### src/rtl/mem_arbiter.sv
// Two-master (icache/dcache) RAM arbiter: dcache has priority and holds the RAM for a block burst.
// Optional ACCESS completion counters per master are enabled with MEM_ARBITER_STATS_EN.
//
// state | meaning
// IDLE  | combinational arbitration, dcache over icache
// DLOCK | dcache block burst in progress, counter holds words already transferred
// ILOCK | icache request waiting on RAM, dcache cannot preempt
module mem_arbiter #(
    parameter int BLK_WORDS = 2
) (
    input  logic        CLK,
    input  logic        nRST,
    input  logic        iREN,
    input  logic [31:0] iaddr,
    output logic        iwait,
    output logic [31:0] iload,
    input  logic        dREN,
    input  logic        dWEN,
    input  logic [31:0] daddr,
    input  logic [31:0] dstore,
    output logic        dwait,
    output logic [31:0] dload,
    output logic        ramREN,
    output logic        ramWEN,
    output logic [31:0] ramaddr,
    output logic [31:0] ramstore,
    input  logic [31:0] ramload,
    input  logic [1:0]  ramstate
`ifdef MEM_ARBITER_STATS_EN
   ,output logic [31:0] dserved,
    output logic [31:0] iserved
`endif
);
    localparam int CW = $clog2(BLK_WORDS) + 1;
    localparam logic [1:0] RAM_ACCESS = 2'd2;

    typedef enum logic [1:0] {IDLE = 2'd0, DLOCK = 2'd1, ILOCK = 2'd2} state_t;

    state_t        r_state, w_next_state;
    logic [CW-1:0] r_cnt, w_next_cnt;
    logic          w_dreq, w_ready, w_sel_d, w_sel_i;

    assign w_dreq  = dREN | dWEN;
    assign w_ready = (ramstate == RAM_ACCESS);
    // Gating with nRST keeps the RAM idle and both masters stalled while reset is held.
    assign w_sel_d = nRST && w_dreq && (r_state == IDLE || r_state == DLOCK);
    assign w_sel_i = nRST && iREN && ((r_state == IDLE && !w_dreq) || r_state == ILOCK);

    always_ff @(posedge CLK or negedge nRST) begin
        if (!nRST) begin
            r_state <= IDLE;
            r_cnt   <= '0;
        end else begin
            r_state <= w_next_state;
            r_cnt   <= w_next_cnt;
        end
    end

    always_comb begin
        w_next_state = r_state;
        w_next_cnt   = r_cnt;
        unique case (r_state)
            IDLE: begin
                if (w_sel_d && w_ready) begin
                    if (BLK_WORDS > 1) begin
                        w_next_state = DLOCK;
                        w_next_cnt   = CW'(1);
                    end
                end else if (w_sel_i && !w_ready) begin
                    w_next_state = ILOCK;
                end
            end
            DLOCK: begin
                if (!w_dreq) begin
                    w_next_state = IDLE;
                    w_next_cnt   = '0;
                end else if (w_ready) begin
                    if (r_cnt + CW'(1) >= CW'(BLK_WORDS)) begin
                        w_next_state = IDLE;
                        w_next_cnt   = '0;
                    end else begin
                        w_next_cnt = r_cnt + CW'(1);
                    end
                end
            end
            ILOCK: begin
                if (!iREN || w_ready) w_next_state = IDLE;
            end
            default: begin
                w_next_state = IDLE;
                w_next_cnt   = '0;
            end
        endcase
    end

    always_comb begin
        ramREN   = 1'b0;
        ramWEN   = 1'b0;
        ramaddr  = '0;
        ramstore = '0;
        dwait    = 1'b1;
        iwait    = 1'b1;
        dload    = '0;
        iload    = '0;
        if (w_sel_d) begin
            ramWEN   = dWEN;
            ramREN   = dREN & ~dWEN;
            ramaddr  = daddr;
            ramstore = dstore;
            dwait    = ~w_ready;
            dload    = ramload;
        end else if (w_sel_i) begin
            ramREN   = 1'b1;
            ramaddr  = iaddr;
            iwait    = ~w_ready;
            iload    = ramload;
        end
    end

`ifdef MEM_ARBITER_STATS_EN
    logic [31:0] r_dserved, r_iserved;

    always_ff @(posedge CLK or negedge nRST) begin
        if (!nRST) begin
            r_dserved <= '0;
            r_iserved <= '0;
        end else begin
            if (w_sel_d && w_ready) r_dserved <= r_dserved + 32'd1;
            if (w_sel_i && w_ready) r_iserved <= r_iserved + 32'd1;
        end
    end

    assign dserved = r_dserved;
    assign iserved = r_iserved;
`endif

endmodule
### config.mk
export PLATFORM = sky130hd
export DESIGN_NAME = mem_arbiter
export DESIGN_NICKNAME = d
export VERILOG_FILES = /design/src/rtl/mem_arbiter.sv
export SDC_FILE = /design/constraint.sdc
export NUM_CORES = 1
export LEC_CHECK = 0
export CORE_AREA = 2 2 103 105
export DETAILED_ROUTE_END_ITERATION = 8
export DIE_AREA = 0 0 105 107
export SYNTH_ARGS = -nofsm -noshare
export SYNTH_HDL_FRONTEND = slang
export SYNTH_SLANG_ARGS = --single-unit
### constraint.sdc
create_clock -name CLK -period 3.8 [get_ports CLK]
set_input_delay 0.76 -clock CLK [delete_from_list [all_inputs] [get_ports CLK]]
set_output_delay 0.76 -clock CLK [all_outputs]
set_load 0.02 [all_outputs]
---- Word-level counts from Yosys, hierarchy flattened ----
Cells that the tools add are included.
cells by class
  add/subtract/negate cells ............... 1
  magnitude comparators ................... 1
  equal/unequal tests ..................... 8
  mux-type cells .......................... 24
  bitwise logic cells ..................... 5
  reductions and logical operators ........ 16
operators with widths
  cell                   count
  $mux W32               6
  $mux W2                10
  $pmux W2 S3            2
  $logic_and A1 B1 Y1    7
  $mux W1                6
  $eq A2 B2 Y1 const B   2
  $ne A2 B1 Y1 const B   2
  $reduce_and A4 Y1      1
  $logic_not A1 Y1       3
  $logic_or A1 B1 Y1     3
  $ne A3 B1 Y1 const B   1
  $ne A3 B2 Y1 const B   1
  $ne A3 B3 Y1 const B   1
  $not A1 Y1             3
  $reduce_and A3 Y1      1
  $add A2 B1 Y2 const B  1
  $eq A2 B1 Y1 const B   1
  $ge A2 B2 Y1 const B   1
  $logic_not A2 Y1       1
  $and A1 B1 Y1          1
  $or A1 B1 Y1           1
storage, ports and cells
  register bits ........................... 4
  bits of input ports ..................... 135
  output and inout port bits .............. 132

---- Depth between registers and ports, before layout ----
  word-level depth ........................ 9
  gate-level depth with buffers ........... 5
  mapped depth without buffers ............ 5

---- Least setup slack after synthesis ----
OpenSTA, ideal clock, no wires.
  kind .................................... in2out
  start ................................... input port dREN
  end ..................................... output port ramaddr[10]
  arrival time ............................ 1.690 ns
  data required time ...................... 3.040 ns
  setup slack ............................. 1.350 ns
  stages .................................. 5
  buffers on the path ..................... 2
  cells stage by stage .................... o21ba_2 > nor3_4 > buf_6 > buf_6 > a22o_1
on the way
  word-level cells in the longest chain between the ends .. 7
  elaborated cells between the ends (all ways) .. 9
ends and longest elaborated chain
  element              line  RTL
  start, declared      17    input logic dREN,
  $or A1 B1 Y1 (*)     43    assign w_dreq = dREN | dWEN;
  $logic_not A1 Y1     --
  $logic_and A1 B1 Y1  47    assign w_sel_i = nRST && iREN && ((r_state == IDLE && !w_dreq) || r_state == ILOCK);
  $logic_or A1 B1 Y1   47
  $logic_and A1 B1 Y1  47
  $mux W32             112   end else if (w_sel_i) begin
  $mux W32 (*)         105   if (w_sel_d) begin
  end, declared        25    output logic [31:0] ramaddr,
Mark *: on every way between the ends. The rest lies on a longest branch, timed or not.

---- Worst setup path in the final report ----
  start ................................... input port dREN
  end ..................................... output port iload[15]
on the way
  word-level cells in the longest chain between the ends .. 7
  elaborated cells between the ends (all ways) .. 9
ends and longest elaborated chain
  element              line  RTL
  $or A1 B1 Y1 (*)     43
  $logic_not A1 Y1     --
  $logic_and A1 B1 Y1  47
  $logic_or A1 B1 Y1   47
  $logic_and A1 B1 Y1  47
  $mux W32             112
  $mux W32 (*)         105
  end, declared        16    output logic [31:0] iload,
Marks and branches as above.

==> flow_summary.yaml <==
cts:
  postCtsHoldBufs: 0
  worst_setup_hold_path_clk_slew_ns: 0.04
  cts_resized: 0
  clockBufferDepth: 2
  cts_tree: "yes"
  cts_root_buf: "clkbuf_8"
  cts_max_level: 1
  post_cts_buffers: 0
  cts_made_buffers: 3
  insertion_delay_ns: 0.22
  clock-sinks: 4
synth:
  yosysSeqAreaShare_pct: 7.69
  synth_fp_nets: 319
  yosys.area.top_type_share_pct: 30.8
  yosysUniqueCellTypes: 26
  ys_ff_latch: 4
  ys_top_cells_by_area: "and3_1, a22o_1, and2_1, dfrtp_1, buf_6"
  syn_inst: 183
  netlist_area_um2: 1300
  avgSynthCellArea_um2: 7.11
  synth.largest_area_cell: "and3_1"
  yosys_warnings: 0
sta:
  tightestPinTransition_ns: 0.591
  final_max_slew_viol_count: 0
  setup_tns_ns: 0
  fin_crit_sh_pct: 93.7
  fin_skew_ns: 0.00439
  finalHoldViolations: 0
  finalSetupViolations: 0
  whs_ns: 0.491
  fmax_mhz: 281
  rsz0062_at_grt: "no"
  min_period_ns: 3.56
  slew_headroom_pct: 60.5
  setup_ws_ns: 0.239
grt:
  overflow: 0
  track_usage_pct: 15.2
  grt_max_degree: 70
  grt_pass1_wl_mm: 13.6
  antenna_found_initial: 0
  grt_pass1_vias: 2454
critical_path:
  worstRegToRegCells: 3
  arrival_ns: 2.80
  max_stage_delay_ns: 0.62
  crit_slowest_cell: "clkdlybuf4s50_1"
  worstSetupPathType: "in -> out"
  path_max_fanout: 60
  setup.worst_path.start_class: "input port"
  crit_path_frequent_cell: "clkdlybuf4s50_1"
  crit_chain: "clkdlybuf4s50_1 -> o21ba_2 -> nor3_4 -> buf_12 -> and2_1 -> clkdlybuf4s50_1"
  required_ns: 3.04
  worstSetupEndpointType: "output pin"
routing:
  drtIter0Drc: 126
  wl_per_cell_um: 16.3
  routed-wl-met2_mm: 5.02
  wl_met1_mm: 3.16
  final_antenna_net_count: 0
  highest_layer: "met4"
  routed_wl_mm: 9.23
  num_vias: 2412
  drc: 0
  viasPerCell: 4.25
  wl_met3_um: 966
  drtPass1Iterations: 4
power:
  total_power_uw: 728
  ir_drop_mv: 0.0994
  p_leak_uw: 0.00174
  powerDensity_nw_per_um2: 176
cells_and_area:
  num-nets-final: 570
  area_growth_pct: 218
  fillers: 1033
  final-seq-area_um2: 100
  antenna_cells: 0
  drive_above_1_share_pct: 4.40
  layout.cells.non_filler: 568
  multi_input_area_um2: 1030
status:
  status: "completed"
run:
  maxCapViolations: 0
floorplan:
  die-area_um2: 11200
  start_util_pct: 12.9
  rows: 37
  fp.dieH_um: 107
  die_width_um: 105
  coreArea_um2: 10100
  io_pins: 267
place:
  dpl_worst_slack_ns: 0.230
  dp_hpwl_mm: 7.53
  dp_cells: 565
  portBuffers: 266
  gp_congestion: 0.763
worst_hold_path:
  worst_hold_path_type: "reg -> reg"
  hold_depth: 1
[path summary, 6_finish.rpt]
kind	from	endpoint	slack, ns
max in group asynchronous	nRST	r_cnt[1]$_DFFE_PN0P_	2.83
hold / removal	r_cnt[0]$_DFFE_PN0P_	r_cnt[0]$_DFFE_PN0P_	0.49
setup / recovery	dREN	iload[15]	0.24
setup reg to reg	r_state[1]$_DFFE_PN0P_	r_cnt[0]$_DFFE_PN0P_	2.59
hold reg to reg	r_cnt[0]$_DFFE_PN0P_	r_cnt[0]$_DFFE_PN0P_	0.49
min in group asynchronous	nRST	r_state[1]$_DFFE_PN0P_	0.61
[synthesized netlist by cell type]
master and count:
nand2b_1 1, ha_1 1, nor2b_1 1, buf_4 2
a22o_1 32, nor3_4 1, buf_2 2, and2_1 32
buf_6 5, a211oi_1 1, nor3_1 2, inv_1 5
clkbuf_2 5, a21oi_1 1, nor2_2 1, dfrtp_1 4
o21bai_2 1, or3_1 1, o21ai_0 2, nand2_1 3
clkbuf_1 11, and3_1 64, a32o_1 1, a31o_2 2
o31ai_1 1, o21ba_2 1
[where the power goes]
part | leakage [uW] | switching (uW) | total [uW] | internal [uW]
clock | 0.0000216 | 25.8 | 93.7 | 67.9
sequential | 0.0000516 | 6.78 | 62.0 | 55.2
combinational | 0.00167 | 246 | 572 | 327
[layout make-up]
| type | instances | area share, % |
|---|---|---|
| well taps | 136 | 4.11 |
| flip-flops and latches | 4 | 2.42 |
| repair buffers | 271 | 67.0 |
| multi-input cells | 149 | 25.0 |
| clock buffers | 3 | 0.998 |
| inverters | 5 | 0.454 |
[critical path: cells and delay by family]
kind                   cells  cell delay (ns)
buffers and inverters      3             1.34
AOI/OAI and AO/OA          1             0.28
and+or+nand+nor            2             0.40
[state kept, by name, summed over array words and instances, names as in the netlist]
signal	cells
r_cnt	2
r_state	2
[layer usage]
layer  up-vias  track usage (%)
li1       1169                -
met4         0             3.05
met5         -                0
met1      1086             14.4
met3         8             5.47
met2       149             31.0
[per-stage QoR]
stage / util (%) / area (um^2)
after floorplan: - / 1300
after global placement: 40.6 / 4100
after detailed placement: 40.6 / 4100
after CTS: 41.0 / 4140
after global routing: 41.0 / 4140
final: 41.0 / 4140
[layout by cell type (no fill, tap or decap), drive strengths merged]
master           n
clkdlybuf4s50  261
and3            64
a22o            32
and2            32
buf             10
inv              5
dfrtp            4
nand2            3
clkbuf           3
nor3             3
a31o             2
o21ai            2
o21ba            1
o21bai           1
nor2             1
nand2b           1
nor2b            1
or3              1
o31ai            1
a32o             1
a211oi           1
a21oi            1
ha               1
[cells by family (layout without fill, tap and decap cells)]
logic type | count (synthesis) | count (layout) | synth area share (%)
simple gates | 106 | 106 | 51.0
compound gates | 42 | 42 | 27.6
buf+inv | 30 | 279 | 12.8
flops | 4 | 4 | 7.69
fa+ha+maj | 1 | 1 | 0.961
Power figures use the tool's default switching activity.
